===== config.mk =====
export PLATFORM = sky130hd
export DESIGN_NAME = leaf_crossbar_scheduler
export DESIGN_NICKNAME = d
export VERILOG_FILES = /design/src/rtl/leaf_sched_pkg.sv /design/src/rtl/leaf_crossbar_scheduler_rr_pick5.sv /design/src/rtl/leaf_crossbar_scheduler.sv
export SDC_FILE = /design/constraint.sdc
export NUM_CORES = 1
export LEC_CHECK = 0
export CAP_MARGIN = 5
export CORE_UTILIZATION = 51
export CTS_BUF_LIST = sky130_fd_sc_hd__clkbuf_8 sky130_fd_sc_hd__clkbuf_16
export CTS_CLUSTER_SIZE = 25
export DETAILED_ROUTE_END_ITERATION = 16
export HOLD_SLACK_MARGIN = 0.02
export MAX_ROUTING_LAYER = met4
export PLACE_DENSITY = 0.84
export SETUP_SLACK_MARGIN = 0.02
export SLEW_MARGIN = 15
export SYNTH_ARGS = -nofsm -noshare
export SYNTH_HDL_FRONTEND = slang
export SYNTH_SLANG_ARGS = --single-unit

===== constraint.sdc =====
create_clock -name clk -period 4.9 [get_ports clk]
set_clock_uncertainty 0.15 [all_clocks]
set_input_delay 0.98 -clock clk [delete_from_list [all_inputs] [get_ports clk]]
set_output_delay 0.98 -clock clk [all_outputs]
set_load 0.03 [all_outputs]

===== src/rtl/leaf_sched_pkg.sv =====
// Shared constants, encodings and the routing helper for the leaf crossbar scheduler.
package leaf_sched_pkg;

  localparam logic [2:0] P_GPU = 3'd0;
  localparam logic [2:0] P_SP1 = 3'd1;
  localparam logic [2:0] P_SP2 = 3'd2;
  localparam logic [2:0] P_SP3 = 3'd3;
  localparam logic [2:0] P_SP4 = 3'd4;

  localparam logic [2:0] NO_GRANT = 3'd7;

  localparam logic [1:0] DIR_IDLE    = 2'b00;
  localparam logic [1:0] DIR_UP      = 2'b01;
  localparam logic [1:0] DIR_DOWN    = 2'b10;
  localparam logic [1:0] DIR_TRANSIT = 2'b11;

  typedef enum logic {S_IDLE, S_XFER} state_t;

  // Local group lands on the GPU port; foreign groups pick a spine by the low address bits.
  function automatic logic [2:0] route_port(input logic [5:0] dest, input logic [3:0] group_id);
    logic [2:0] port;
    if (dest[5:2] == group_id) begin
      port = P_GPU;
    end else begin
      case (dest[1:0])
        2'd0:    port = P_SP1;
        2'd1:    port = P_SP2;
        2'd2:    port = P_SP3;
        default: port = P_SP4;
      endcase
    end
    return port;
  endfunction

endpackage


===== src/rtl/leaf_crossbar_scheduler_rr_pick5.sv =====
// Combinational 5-way round-robin picker: first requester at or after ptr, wrapping at 5.
module rr_pick5 (
  input  logic [4:0] req,
  input  logic [2:0] ptr,
  output logic       valid,
  output logic [2:0] idx
);

  // Scan from the farthest offset down so the nearest requester wins.
  always_comb begin
    logic [3:0] pos;
    valid = 1'b0;
    idx   = 3'd0;
    pos   = 4'd0;
    for (int k = 4; k >= 0; k--) begin
      pos = {1'b0, ptr} + 4'(k);
      if (pos >= 4'd5) pos = pos - 4'd5;
      if (req[pos[2:0]]) begin
        valid = 1'b1;
        idx   = pos[2:0];
      end
    end
  end

endmodule


===== src/rtl/leaf_crossbar_scheduler.sv =====
// Leaf-router crossbar scheduler: round-robin packet grants, destination routing and stall watchdog.
// Defining LEAF_SCHED_STATS_EN adds saturating per-source packet and abort counters.
module leaf_crossbar_scheduler
  import leaf_sched_pkg::*;
#(
  parameter logic [3:0] GROUP_ID    = 4'b0111,
  parameter int         NSRC        = 5,
  parameter int         LEN_W       = 4,
  parameter int         TIMEOUT_CYC = 64
) (
  input  logic                  clk,
  input  logic                  reset,
  input  logic                  arb_enable,
  input  logic [NSRC-1:0]       src_req,
  input  logic [6*NSRC-1:0]     src_dest,
  input  logic [LEN_W*NSRC-1:0] src_len,
  input  logic [NSRC-1:0]       src_beat,
  input  logic [NSRC-1:0]       dst_ready,
  output logic [NSRC-1:0]       grant_oh,
  output logic [2:0]            grant_id,
  output logic [2:0]            out_sel,
  output logic                  out_en,
  output logic                  busy,
  output logic [1:0]            direction,
  output logic                  timeout_err
`ifdef LEAF_SCHED_STATS_EN
  ,
  output logic [16*NSRC-1:0]    pkt_cnt,
  output logic [15:0]           abort_cnt
`endif
);

  localparam int                WD_W     = $clog2(TIMEOUT_CYC);
  localparam logic [WD_W-1:0]   WD_ONE   = WD_W'(1);
  localparam logic [WD_W-1:0]   WD_MAX   = WD_W'(TIMEOUT_CYC - 1);
  localparam logic [LEN_W:0]    ONE_LEN  = (LEN_W+1)'(1);
  localparam logic [NSRC-1:0]   ONE_HOT0 = NSRC'(1);

  state_t            state;
  logic [2:0]        rr_ptr;
  logic [LEN_W:0]    len_q;
  logic [LEN_W:0]    beat_cnt;
  logic [WD_W-1:0]   wd_cnt;

  logic              pick_valid;
  logic [2:0]        pick_idx;
  logic [5:0]        pick_dest;
  logic [LEN_W-1:0]  pick_len_raw;
  logic [LEN_W:0]    pick_len;
  logic [2:0]        pick_sel;
  logic [1:0]        pick_dir;
  logic [NSRC-1:0]   sel_oh;
  logic [2:0]        next_ptr;
  logic              beat;
  logic              last_beat;
  logic              wd_expire;

  rr_pick5 u_pick (
    .req   (src_req),
    .ptr   (rr_ptr),
    .valid (pick_valid),
    .idx   (pick_idx)
  );

  always_comb begin
    pick_dest    = '0;
    pick_len_raw = '0;
    for (int i = 0; i < NSRC; i++) begin
      if (pick_idx == 3'(i)) begin
        pick_dest    = src_dest[6*i +: 6];
        pick_len_raw = src_len[LEN_W*i +: LEN_W];
      end
    end
  end

  assign pick_len = (pick_len_raw == '0) ? ONE_LEN : {1'b0, pick_len_raw};
  assign pick_sel = route_port(pick_dest, GROUP_ID);
  assign pick_dir = (pick_sel == P_GPU) ? DIR_DOWN :
                    (pick_idx == P_GPU) ? DIR_UP : DIR_TRANSIT;

  // out_en is low only for a hairpin, which drains on src_beat alone.
  assign sel_oh    = ONE_HOT0 << out_sel;
  assign beat      = (state == S_XFER) && (|(src_beat & grant_oh))
                     && (!out_en || (|(dst_ready & sel_oh)));
  assign last_beat = beat && (beat_cnt == len_q - ONE_LEN);
  assign wd_expire = (state == S_XFER) && !beat && (wd_cnt == WD_MAX);
  assign next_ptr  = (grant_id == P_SP4) ? P_GPU : grant_id + 3'd1;

  always_ff @(posedge clk or negedge reset) begin
    if (!reset) begin
      state       <= S_IDLE;
      grant_oh    <= '0;
      grant_id    <= NO_GRANT;
      out_sel     <= P_GPU;
      out_en      <= 1'b0;
      busy        <= 1'b0;
      direction   <= DIR_IDLE;
      timeout_err <= 1'b0;
      rr_ptr      <= P_GPU;
      len_q       <= '0;
      beat_cnt    <= '0;
      wd_cnt      <= '0;
    end else begin
      timeout_err <= 1'b0;
      case (state)
        S_IDLE: begin
          if (arb_enable && pick_valid) begin
            state     <= S_XFER;
            grant_id  <= pick_idx;
            grant_oh  <= ONE_HOT0 << pick_idx;
            out_sel   <= pick_sel;
            out_en    <= (pick_sel != pick_idx);
            busy      <= 1'b1;
            direction <= pick_dir;
            len_q     <= pick_len;
            beat_cnt  <= '0;
            wd_cnt    <= '0;
          end
        end
        S_XFER: begin
          if (last_beat || wd_expire) begin
            state       <= S_IDLE;
            grant_id    <= NO_GRANT;
            grant_oh    <= '0;
            out_sel     <= P_GPU;
            out_en      <= 1'b0;
            busy        <= 1'b0;
            direction   <= DIR_IDLE;
            rr_ptr      <= next_ptr;
            timeout_err <= wd_expire;
          end else if (beat) begin
            beat_cnt <= beat_cnt + ONE_LEN;
            wd_cnt   <= '0;
          end else begin
            wd_cnt <= wd_cnt + WD_ONE;
          end
        end
        default: state <= S_IDLE;
      endcase
    end
  end

`ifdef LEAF_SCHED_STATS_EN
  always_ff @(posedge clk or negedge reset) begin
    if (!reset) begin
      pkt_cnt   <= '0;
      abort_cnt <= '0;
    end else begin
      if (wd_expire && abort_cnt != 16'hFFFF) abort_cnt <= abort_cnt + 16'd1;
      for (int i = 0; i < NSRC; i++) begin
        if (last_beat && grant_oh[i] && pkt_cnt[16*i +: 16] != 16'hFFFF)
          pkt_cnt[16*i +: 16] <= pkt_cnt[16*i +: 16] + 16'd1;
      end
    end
  end
`else
  // Statistics disabled: no counters are built.
`endif

endmodule


==> impl_metrics.yaml <==
timing:
  rsz0062_at_grt: "no"
  drv_slew: 0
  period_minus_slack_ns: 4.53
  fmax_ghz: 0.221
  worst_pin_slew_ns: 0.703
  max_slew_margin: 0.531
  setup_tns_ns: 0
  fin_hold_ws_ns: 0.328
  setup_viol: 0
  finalHoldViolCount: 0
  fin_crit_sh: 0.924
cts:
  numCtsBuffers: 5
  root_buffer: "clkbuf_8"
  clock_sinks: 35
  clk_latency_ns: 0.28
  cts_buffer_depth: 2
  ctsResizeCount: 0
  cts_setup_buffers: 0
  ctsHtreeMaxLevel: 2
  clk_pin_slew_ns: 0.07
  postCtsHoldBufs: 0
  cts_tree: "done"
global_route:
  grt_usage: 0.301
  grt_pass1_wl_um: 16700
  grt_pass1_vias: 3513
  grt_max_degree: 36
  antenna_found_initial: 0
  overflow: 0
route:
  routedWlPerCell_um: 16.6
  drt_iter0_drc: 355
  first_pass_iters: 11
  postRouteAntennaNets: 0
  via_per_inst: 6.10
  dr_total_vias: 3568
  totalWireLength_um: 9710
  drc: 2
floorplanning:
  initial_core_util: 0.535
  row_count: 29
  num_io_pins: 84
  dieArea_um2: 7070
  die_w_um: 84.1
  coreArea_um2: 6420
  die_h_um: 84.1
final_layout:
  drive_above_1_share: 0.132
  final_area_um2: 4550
  syn2layout_area_growth_pct: 32.6
  layout.nets: 591
  num_antenna_cells: 0
outcome:
  failed_checks: "design-rule violations"
  status: "finished, violations left"
synth:
  synthTopCellsByCount: "nand2_1, dfrtp_1, nor2_1"
  ys.flop_type: "dfrtp_1"
  yosysMostFrequentCell: "nand2_1"
  synthTopCellsByArea: "dfrtp_1, nand2_1, ha_1"
  synth-edff-count: 0
  synth_cell_type_count: 80
  yosys_warnings: 0
  synthArstFlopShare: 1.00
  synthCells: 414
  synth_top_area_share: 0.233
  ys_ff_latch: 35
  yosys.area.top_type: "dfrtp_1"
  synth_seq_area_share: 0.256
  syn_nets: 498
  synth_area_um2: 3430
  avgSynthCellArea_um2: 8.30
critical_path:
  cp_cell_sequence: "clkdlybuf4s50_1, mux4_2, mux2i_1, nor2_2, a21oi_1, nor2_1, a31oi_2, and2_1, mux2_2, a22oi_1, nand2_1, ha_1, nand2_1, a2bb2oi_1, o21ai_0, o311ai_1"
  worst_setup_path_start_kind: "input port"
  rr_startpoint: "rr_ptr[0]"
  endpoint_kind: "register"
  critical_path_class: "in -> reg"
  crit_fanout: 7
  critPathSlowestCell: "clkdlybuf4s50_1"
  cp_slowest_stage_delay_ns: 0.56
  cp.arrival_ns: 4.57
  required_ns: 4.94
  critPathLaunch: "src_req[3]"
  crit_top_cell: "nand2_1"
place:
  gp_congestion: 0.981
  dp_hpwl_um: 7740
  io_buffers: 83
  place_area_um2: 4450
min_path:
  hold_class: "reg -> reg"
  hold_start: "busy"
job:
  drv_cap: 0
layout by cell type (no fill, tap or decap), drive strengths merged, types with 3 or more instances in the layout:
cell and n:
dfrtp 32, inv 25, nor3 12, mux4 4, o311ai 4, a31oi 4
a2bb2oi 5, o31ai 4, xor2 3, a211oi 11, nand2 52, ha 15
o21ai 29, a21oi 15, nor2 28, a22oi 3, mux2 7, a221o 4
xnor2 8, nand4b 5, a221oi 3, a211o 5, nor2b 6, clkbuf 7
nand3 12, a2111oi 6, a21o 8, clkdlybuf4s50 83, o211ai 7, buf 27
dfstp 3, and2 7, mux2i 8, and3 6, nand2b 13, o22ai 3
state kept, by name, indices dropped and copies added (netlist names):
register / count
direction: 2
len_q: 4
wd_cnt: 6
out_sel: 3
timeout_err: 1
grant_id: 3
out_en: 1
beat_cnt: 5
busy: 1
rr_ptr: 3
state: 1
grant_oh: 5
layer usage:
layer	GRT usage	routed length, um	share of wire	up-vias
met5	-	0	0	-
met2	0.463	4420	0.46	164
met1	0.412	4330	0.45	1664
met4	0.0768	180	0.019	0
li1	-	-	-	1719
met3	0.0524	775	0.080	21
per-stage QoR:
step	cells	setup slack, ns	util
after floorplan	414	0.360	-
after global placement	577	0.162	0.693
after detailed placement	577	0.0921	0.693
after CTS	585	0.407	0.708
after global routing	585	0.0277	0.709
final	585	0.370	0.709
final timing paths:
check	slack, ns	cells past startpoint	end
setup / recovery	0.37	16	out_en
hold / removal	0.33	2	busy
setup reg to reg	0.42	18	out_en
hold reg to reg	0.33	2	busy
max in group asynchronous	3.31	2	grant_id[0]
min in group asynchronous	0.95	2	beat_cnt[1]
layout make-up:
type	count	area [um^2]
multi-input cells	331	2340
fillers	485	1870
repair buffers	110	1050
flip-flops and latches	35	880
clock buffers	7	96.3
well taps	77	96.3
inverters	24	90.1
clock inverters	1	3.75
cells by family after synthesis:
group	count (synthesis)	synth area share
DFF	35	0.256
muxes	19	0.0747
xor gates and xnor gates	11	0.0281
AOI/OAI and AO/OA	130	0.291
and+or+nand+nor	155	0.226
adders and majority gates	16	0.0605
buffers and inverters	48	0.0637
worst max-delay path: cells and delay by family:
kind,cells,cell delay (ns)
and+or+nand+nor,5,0.57
buffers and inverters,1,0.56
adders and majority gates,1,0.32
AOI/OAI and AO/OA,6,1.00
muxes,3,1.10
Power is not shown: default switching activity piles up to over one toggle a cycle in this logic, so the estimate is an artifact.
